==> src/rtl/cdc_mcp_tx_ctrl_if.sv <==
// Handshake and crossing bus between upstream logic, the MCP source controller and the destination.
// master: controller side; slave: upstream plus destination side.
interface cdc_mcp_tx_ctrl_if #(
    parameter int WIDTH     = 5,
    parameter int CNT_WIDTH = 16
);
    logic [WIDTH-1:0]     DATA_I;
    logic                 VALID_I;
    logic                 READY_O;
    logic [WIDTH-1:0]     DATA_O;
    logic                 REQ_TOGGLE_O;
    logic                 ACK_TOGGLE_I;
    logic                 BUSY_O;
    logic                 DONE_O;
    logic [CNT_WIDTH-1:0] XFER_CNT_O;
    logic                 ERR_O;

    modport master (
        input  DATA_I, VALID_I, ACK_TOGGLE_I,
        output READY_O, DATA_O, REQ_TOGGLE_O, BUSY_O, DONE_O, XFER_CNT_O, ERR_O
    );

    modport slave (
        output DATA_I, VALID_I, ACK_TOGGLE_I,
        input  READY_O, DATA_O, REQ_TOGGLE_O, BUSY_O, DONE_O, XFER_CNT_O, ERR_O
    );
endinterface

==> src/rtl/cdc_mcp_tx_ctrl.sv <==
// Toggle-based MCP source: launches a word on the accept edge, completes SYNC_STAGES edges after the ack toggle is first sampled.
// Backpressure: READY_O drops only while the one-entry pending buffer holds a word (and during reset).
module cdc_mcp_tx_ctrl #(
    parameter int WIDTH       = 5,
    parameter int SYNC_STAGES = 2,
    parameter int CNT_WIDTH   = 16
) (
    input  logic                  CLK_I,
    input  logic                  RST_I,
    cdc_mcp_tx_ctrl_if.master     bus
);
    typedef enum logic {IDLE, WAIT_ACK} state_t;

    state_t                 state_q, state_d;
    logic [SYNC_STAGES-1:0] sync_q;
    logic                   ack_s;
    logic [WIDTH-1:0]       data_q, data_d;
    logic [WIDTH-1:0]       pend_dat_q, pend_dat_d;
    logic                   pend_vld_q, pend_vld_d;
    logic                   req_q, req_d;
    logic                   done_q, done_d;
    logic                   err_q, err_d;
    logic [CNT_WIDTH-1:0]   cnt_q, cnt_d;
    logic                   ready;
    logic                   accept;
    logic                   complete;

    assign ack_s    = sync_q[SYNC_STAGES-1];
    assign ready    = ~RST_I & ~pend_vld_q;
    assign accept   = bus.VALID_I & ready;
    assign complete = (state_q == WAIT_ACK) && (ack_s == req_q);

    always_comb begin
        state_d    = state_q;
        data_d     = data_q;
        req_d      = req_q;
        pend_vld_d = pend_vld_q;
        pend_dat_d = pend_dat_q;
        done_d     = 1'b0;
        cnt_d      = cnt_q;
        err_d      = err_q;
        case (state_q)
            IDLE: begin
                // An ack that moves while nothing is in flight means the two sides disagree.
                if (ack_s != req_q) err_d = 1'b1;
                if (accept) begin
                    data_d  = bus.DATA_I;
                    req_d   = ~req_q;
                    state_d = WAIT_ACK;
                end
            end
            WAIT_ACK: begin
                if (complete) begin
                    done_d = 1'b1;
                    cnt_d  = cnt_q + CNT_WIDTH'(1);
                    if (pend_vld_q) begin
                        data_d     = pend_dat_q;
                        req_d      = ~req_q;
                        pend_vld_d = 1'b0;
                    end else if (accept) begin
                        data_d = bus.DATA_I;
                        req_d  = ~req_q;
                    end else begin
                        state_d = IDLE;
                    end
                end else if (accept) begin
                    pend_vld_d = 1'b1;
                    pend_dat_d = bus.DATA_I;
                end
            end
            default: state_d = IDLE;
        endcase
    end

    always_ff @(posedge CLK_I or posedge RST_I) begin
        if (RST_I) begin
            state_q    <= IDLE;
            sync_q     <= '0;
            data_q     <= '0;
            req_q      <= 1'b0;
            pend_vld_q <= 1'b0;
            pend_dat_q <= '0;
            done_q     <= 1'b0;
            cnt_q      <= '0;
            err_q      <= 1'b0;
        end else begin
            state_q    <= state_d;
            sync_q     <= {sync_q[SYNC_STAGES-2:0], bus.ACK_TOGGLE_I};
            data_q     <= data_d;
            req_q      <= req_d;
            pend_vld_q <= pend_vld_d;
            pend_dat_q <= pend_dat_d;
            done_q     <= done_d;
            cnt_q      <= cnt_d;
            err_q      <= err_d;
        end
    end

    assign bus.READY_O      = ready;
    assign bus.DATA_O       = data_q;
    assign bus.REQ_TOGGLE_O = req_q;
    assign bus.BUSY_O       = (state_q == WAIT_ACK);
    assign bus.DONE_O       = done_q;
    assign bus.XFER_CNT_O   = cnt_q;
    assign bus.ERR_O        = err_q;
endmodule

==> src/flat_wrapper.sv <==
// flat-port wrapper written by rule: the top's interface ports become plain ports
module cdc_mcp_tx_ctrl_flat 
#(
    parameter int WIDTH       = 5,
    parameter int SYNC_STAGES = 2,
    parameter int CNT_WIDTH   = 16
)
  (CLK_I, RST_I, bus_DATA_I, bus_VALID_I, bus_ACK_TOGGLE_I, bus_READY_O, bus_DATA_O, bus_REQ_TOGGLE_O, bus_BUSY_O, bus_DONE_O, bus_XFER_CNT_O, bus_ERR_O);
  cdc_mcp_tx_ctrl_if #(.WIDTH(WIDTH), .CNT_WIDTH(CNT_WIDTH)) bus_i ();
  input  logic CLK_I;
  input  logic RST_I;
  input wire logic [$bits(bus_i.DATA_I)-1:0] bus_DATA_I;
  input wire logic [$bits(bus_i.VALID_I)-1:0] bus_VALID_I;
  input wire logic [$bits(bus_i.ACK_TOGGLE_I)-1:0] bus_ACK_TOGGLE_I;
  output wire logic [$bits(bus_i.READY_O)-1:0] bus_READY_O;
  output wire logic [$bits(bus_i.DATA_O)-1:0] bus_DATA_O;
  output wire logic [$bits(bus_i.REQ_TOGGLE_O)-1:0] bus_REQ_TOGGLE_O;
  output wire logic [$bits(bus_i.BUSY_O)-1:0] bus_BUSY_O;
  output wire logic [$bits(bus_i.DONE_O)-1:0] bus_DONE_O;
  output wire logic [$bits(bus_i.XFER_CNT_O)-1:0] bus_XFER_CNT_O;
  output wire logic [$bits(bus_i.ERR_O)-1:0] bus_ERR_O;
  assign bus_i.DATA_I = bus_DATA_I;
  assign bus_i.VALID_I = bus_VALID_I;
  assign bus_i.ACK_TOGGLE_I = bus_ACK_TOGGLE_I;
  assign bus_READY_O = bus_i.READY_O;
  assign bus_DATA_O = bus_i.DATA_O;
  assign bus_REQ_TOGGLE_O = bus_i.REQ_TOGGLE_O;
  assign bus_BUSY_O = bus_i.BUSY_O;
  assign bus_DONE_O = bus_i.DONE_O;
  assign bus_XFER_CNT_O = bus_i.XFER_CNT_O;
  assign bus_ERR_O = bus_i.ERR_O;
  cdc_mcp_tx_ctrl #(.WIDTH(WIDTH), .SYNC_STAGES(SYNC_STAGES), .CNT_WIDTH(CNT_WIDTH)) u_core (.CLK_I(CLK_I), .RST_I(RST_I), .bus(bus_i));
endmodule
==> config.mk <==
export PLATFORM = sky130hd
export DESIGN_NAME = cdc_mcp_tx_ctrl_flat
export DESIGN_NICKNAME = d
export VERILOG_FILES = /design/src/rtl/cdc_mcp_tx_ctrl_if.sv /design/src/rtl/cdc_mcp_tx_ctrl.sv /design/src/flat_wrapper.sv
export SDC_FILE = /design/constraint.sdc
export NUM_CORES = 1
export LEC_CHECK = 0
export CAP_MARGIN = 20
export CORE_MARGIN = 2
export CORE_UTILIZATION = 30
export CTS_CLUSTER_SIZE = 12
export DETAILED_ROUTE_END_ITERATION = 6
export PLACE_DENSITY = 0.62
export SETUP_SLACK_MARGIN = 0.02
export SYNTH_ARGS = -nofsm -noshare
export SYNTH_HDL_FRONTEND = slang
export SYNTH_SLANG_ARGS = --single-unit
==> constraint.sdc <==
create_clock -name CLK_I -period 2.1 [get_ports CLK_I]
set_clock_uncertainty 0.2 [all_clocks]
set_input_delay 0.42 -clock CLK_I [delete_from_list [all_inputs] [get_ports CLK_I]]
set_output_delay 0.42 -clock CLK_I [all_outputs]
set_load 0.02 [all_outputs]
==> out/results.ini <==
[cts]
cts_num_sinks = 33
cts_root_buf = sky130_fd_sc_hd__clkbuf_8
cts-hold-fix-buffers = 0
cts-htree-levels = 2
ctsLongestPathBuffers = 2
clk-insertion-delay-late_ns = 0.28
clkTransAtPathRegs_ns = 0.07
cts_tree = yes
cts_inserted_buffers = 5

[timing]
finalCritPeriodShare = 0.940
worst-slew-pin-transition_ns = 0.470
report.final.setup_viol = 0
timing.final.ws_setup_ns = 0.126
timing.final.crit_period_ns = 1.97
max-slew-margin-rel = 0.684
timing_max_transition_violations_final = 0
hold_viol = 0
rsz0062_at_grt = false
fmax_mhz = 507
whs_ns = 0.157

[floorplanning]
rows = 24
start_util = 0.314
design.portCount = 35
design.core.area_um2 = 4410
die_width_um = 72.0
dieArea_um2 = 5190
die_h_um = 72.0

[power_and_ir_drop]
seq_power_share = 0.416
p_int_w = 0.00151
leakagePower_nw = 0.826
share_comb_of_total_power = 0.395
p_clk_frac = 0.190
netSwitchingPower_w = 0.000879
p_sw_frac = 0.368
vdd_drop_max_v = 0.000620
powerDensity_nw_per_um2 = 1250

[place]
dp_slack_ns = -0.149
gp_congestion = 0.760
placed_cells = 197
place.detailed.hpwl_mm = 1.98
buffer_ports.inserted = 34

[worst_hold_path]
min_path_type = flip-flop to flip-flop

[flow_run]
max_cap_violations = 0

[synth]
ys_seq_area_frac = 0.595
netlist_area_um2 = 1390
synth_ff_type = sky130_fd_sc_hd__dfrtp_1
synth_area_leaders = sky130_fd_sc_hd__dfrtp_1 60%, sky130_fd_sc_hd__xnor2_1 7.6%, sky130_fd_sc_hd__mux2_2 4.9%
synth.lib_cells_used.distinct = 23
post_synth_inst_count = 107
synth-warning-count = 0
ys_async_sr_fraction = 1.00
yosysTopAreaCell = sky130_fd_sc_hd__dfrtp_1
synth_edf_count = 0
synth.most_common_cell = sky130_fd_sc_hd__dfrtp_1
ys_top_cells_by_count = 33 x sky130_fd_sc_hd__dfrtp_1, 12 x sky130_fd_sc_hd__xnor2_1, 10 x sky130_fd_sc_hd__nor2_1, 7 x sky130_fd_sc_hd__nand3_1
synth_top_cell_area_share = 0.595
synthesis.nets = 117
synth.avg_cell_area_um2 = 13.0
synth_seq_cells = 33

[setup_path]
worst_setup_path_end_kind = output port
worstSetupStartpointType = flip-flop
critical_path_peak_fanout = 5
cp_slowest_stage_delay_ns = 0.64
critPathBufInv = 1
crit_path_cell_trace = clkdlybuf4s50_1
critPathKind = flip-flop to output port
critPathArrivalTime_ns = 1.35
cp.required_ns = 1.48
critPathTopFamily = buffers and inverters
cpMaxStageDelayCell = sky130_fd_sc_hd__clkdlybuf4s50_1

[global_route]
grt_antenna_before_repair = 0
grt_use_total = 0.115
global_route_wire_length_before_repair_mm = 4.70
globalRouteOverflowTotal = 0
grt_pass1_vias = 1015
pin_count_of_the_biggest_net_entering_global_routing = 34

[final_layout]
final_cells = 205
drive_above_1_share = 0.157
diodes = 0
layout.nets = 162
area_delta_synth_final_pct = 37.6

[route]
drt_drc_violations_left = 0
routed_via_density = 4.71
detail_route.wl_per_cell_um = 12.8
wirelength_mm = 2.63
dr_total_vias = 965
drtAntennaViolNets = 0
drt-initial-drc-count = 32
drt_first_pass_iters = 4

[run_status]
outcome = completed

## registers in the layout, summed over array words and instances, names as in the netlist
| signal | flops |
|---|---|
| u_core.bus.XFER_CNT_O | 16 |
| u_core.bus.DATA_O | 5 |
| u_core.pend_dat_q | 5 |
| u_core.sync_q | 2 |
| u_core.bus.BUSY_O | 1 |
| u_core.bus.DONE_O | 1 |
| u_core.bus.ERR_O | 1 |
| u_core.bus.REQ_TOGGLE_O | 1 |
| u_core.pend_vld_q | 1 |
## kinds of logic (layout without fill, tap and decap cells)
kind of cell | after synthesis | count (layout) | synth area share
flip-flops | 33 | 33 | 0.595
AND/OR/NAND/NOR | 33 | 33 | 0.140
XOR/XNOR | 17 | 17 | 0.121
AO/OA/AOI/OAI | 10 | 10 | 0.0532
multiplexers | 9 | 9 | 0.0703
buffers and inverters | 4 | 50 | 0.0117
adder cells (fa/ha/maj) | 1 | 1 | 0.00902
## path summary, 6_finish.rpt
path,to,startpoint,cells past startpoint,slack (ns)
max,bus_BUSY_O,u_core.bus.BUSY_O,1,0.13
min,u_core.sync_q[1],u_core.sync_q[0],0,0.16
max reg2reg,u_core.bus.XFER_CNT_O[10],u_core.bus.REQ_TOGGLE_O,4,0.27
min reg2reg,u_core.sync_q[1],u_core.sync_q[0],0,0.16
max in group asynchronous,u_core.bus.XFER_CNT_O[15],RST_I,3,1.00
min in group asynchronous,u_core.bus.DATA_O[4],RST_I,3,0.42
## layer usage
layer	vias up	share of wire	track usage
met3	6	0.063	0.0361
met1	467	0.46	0.148
met4	0	0.015	0.0377
li1	459	-	-
met2	33	0.46	0.184
met5	-	0	0
## power groups by stage
| stage | Combinational, W | Clock (W) | Sequential [W] |
|---|---|---|---|
| 3_5_place_dp | 0.000958 | 0 | 0.00100 |
| 6_report | 0.000942 | 0.000452 | 0.000991 |
| 4_1_cts | 0.000958 | 0.000468 | 0.000997 |
| 2_1_floorplan | 0.000424 | 0 | 0.00112 |
| 5_1_grt | 0.00102 | 0.000492 | 0.00103 |
| 3_3_place_gp | 0.000941 | 0 | 0.000992 |
## layout by cell type, fill, tap and decap left out, types with 2 or more instances in the layout
cell,count
sky130_fd_sc_hd__mux2i_1,3
sky130_fd_sc_hd__mux2_2,6
sky130_fd_sc_hd__o22ai_1,2
sky130_fd_sc_hd__xnor2_1,12
sky130_fd_sc_hd__clkinv_2,2
sky130_fd_sc_hd__clkdlybuf4s50_1,32
sky130_fd_sc_hd__nand4_1,4
sky130_fd_sc_hd__a21oi_1,5
sky130_fd_sc_hd__nand2_1,6
sky130_fd_sc_hd__xor2_1,4
sky130_fd_sc_hd__nor2_1,10
sky130_fd_sc_hd__and4_1,2
sky130_fd_sc_hd__buf_4,5
sky130_fd_sc_hd__clkbuf_8,5
sky130_fd_sc_hd__dfrtp_1,33
sky130_fd_sc_hd__inv_1,3
sky130_fd_sc_hd__nand3_1,7
## layout make-up
| cell class | count | area [um2] |
|---|---|---|
| tap | 52 | 65.1 |
| inverter | 3 | 11.3 |
| timing repair buffer | 39 | 379 |
| fill | 420 | 2500 |
| sequential | 33 | 826 |
| clock inverter | 2 | 10.0 |
| multi-input combinational | 70 | 546 |
| clock buffer | 6 | 72.6 |
## stage by stage
step / utilization / total power (W) / setup TNS (ns) / instance area, um2
2_1_floorplan: - / 0.00154 / 0 / 1390
3_3_place_gp: 0.414 / 0.00193 / -0.500 / 1830
3_5_place_dp: 0.414 / 0.00196 / -0.585 / 1830
4_1_cts: 0.432 / 0.00242 / 0 / 1910
5_1_grt: 0.433 / 0.00253 / 0 / 1910
6_report: 0.433 / 0.00238 / 0 / 1910
## what timing repair did
| item | CTS | global route |
|---|---|---|
| resized for setup | 1 | 1 |
| pin swaps | 0 | 0 |
| setup buffers | 0 | 0 |
| setup endpoints to repair | 1 | 1 |
| cloned | 0 | 0 |
(Power assumes the default switching activity.)
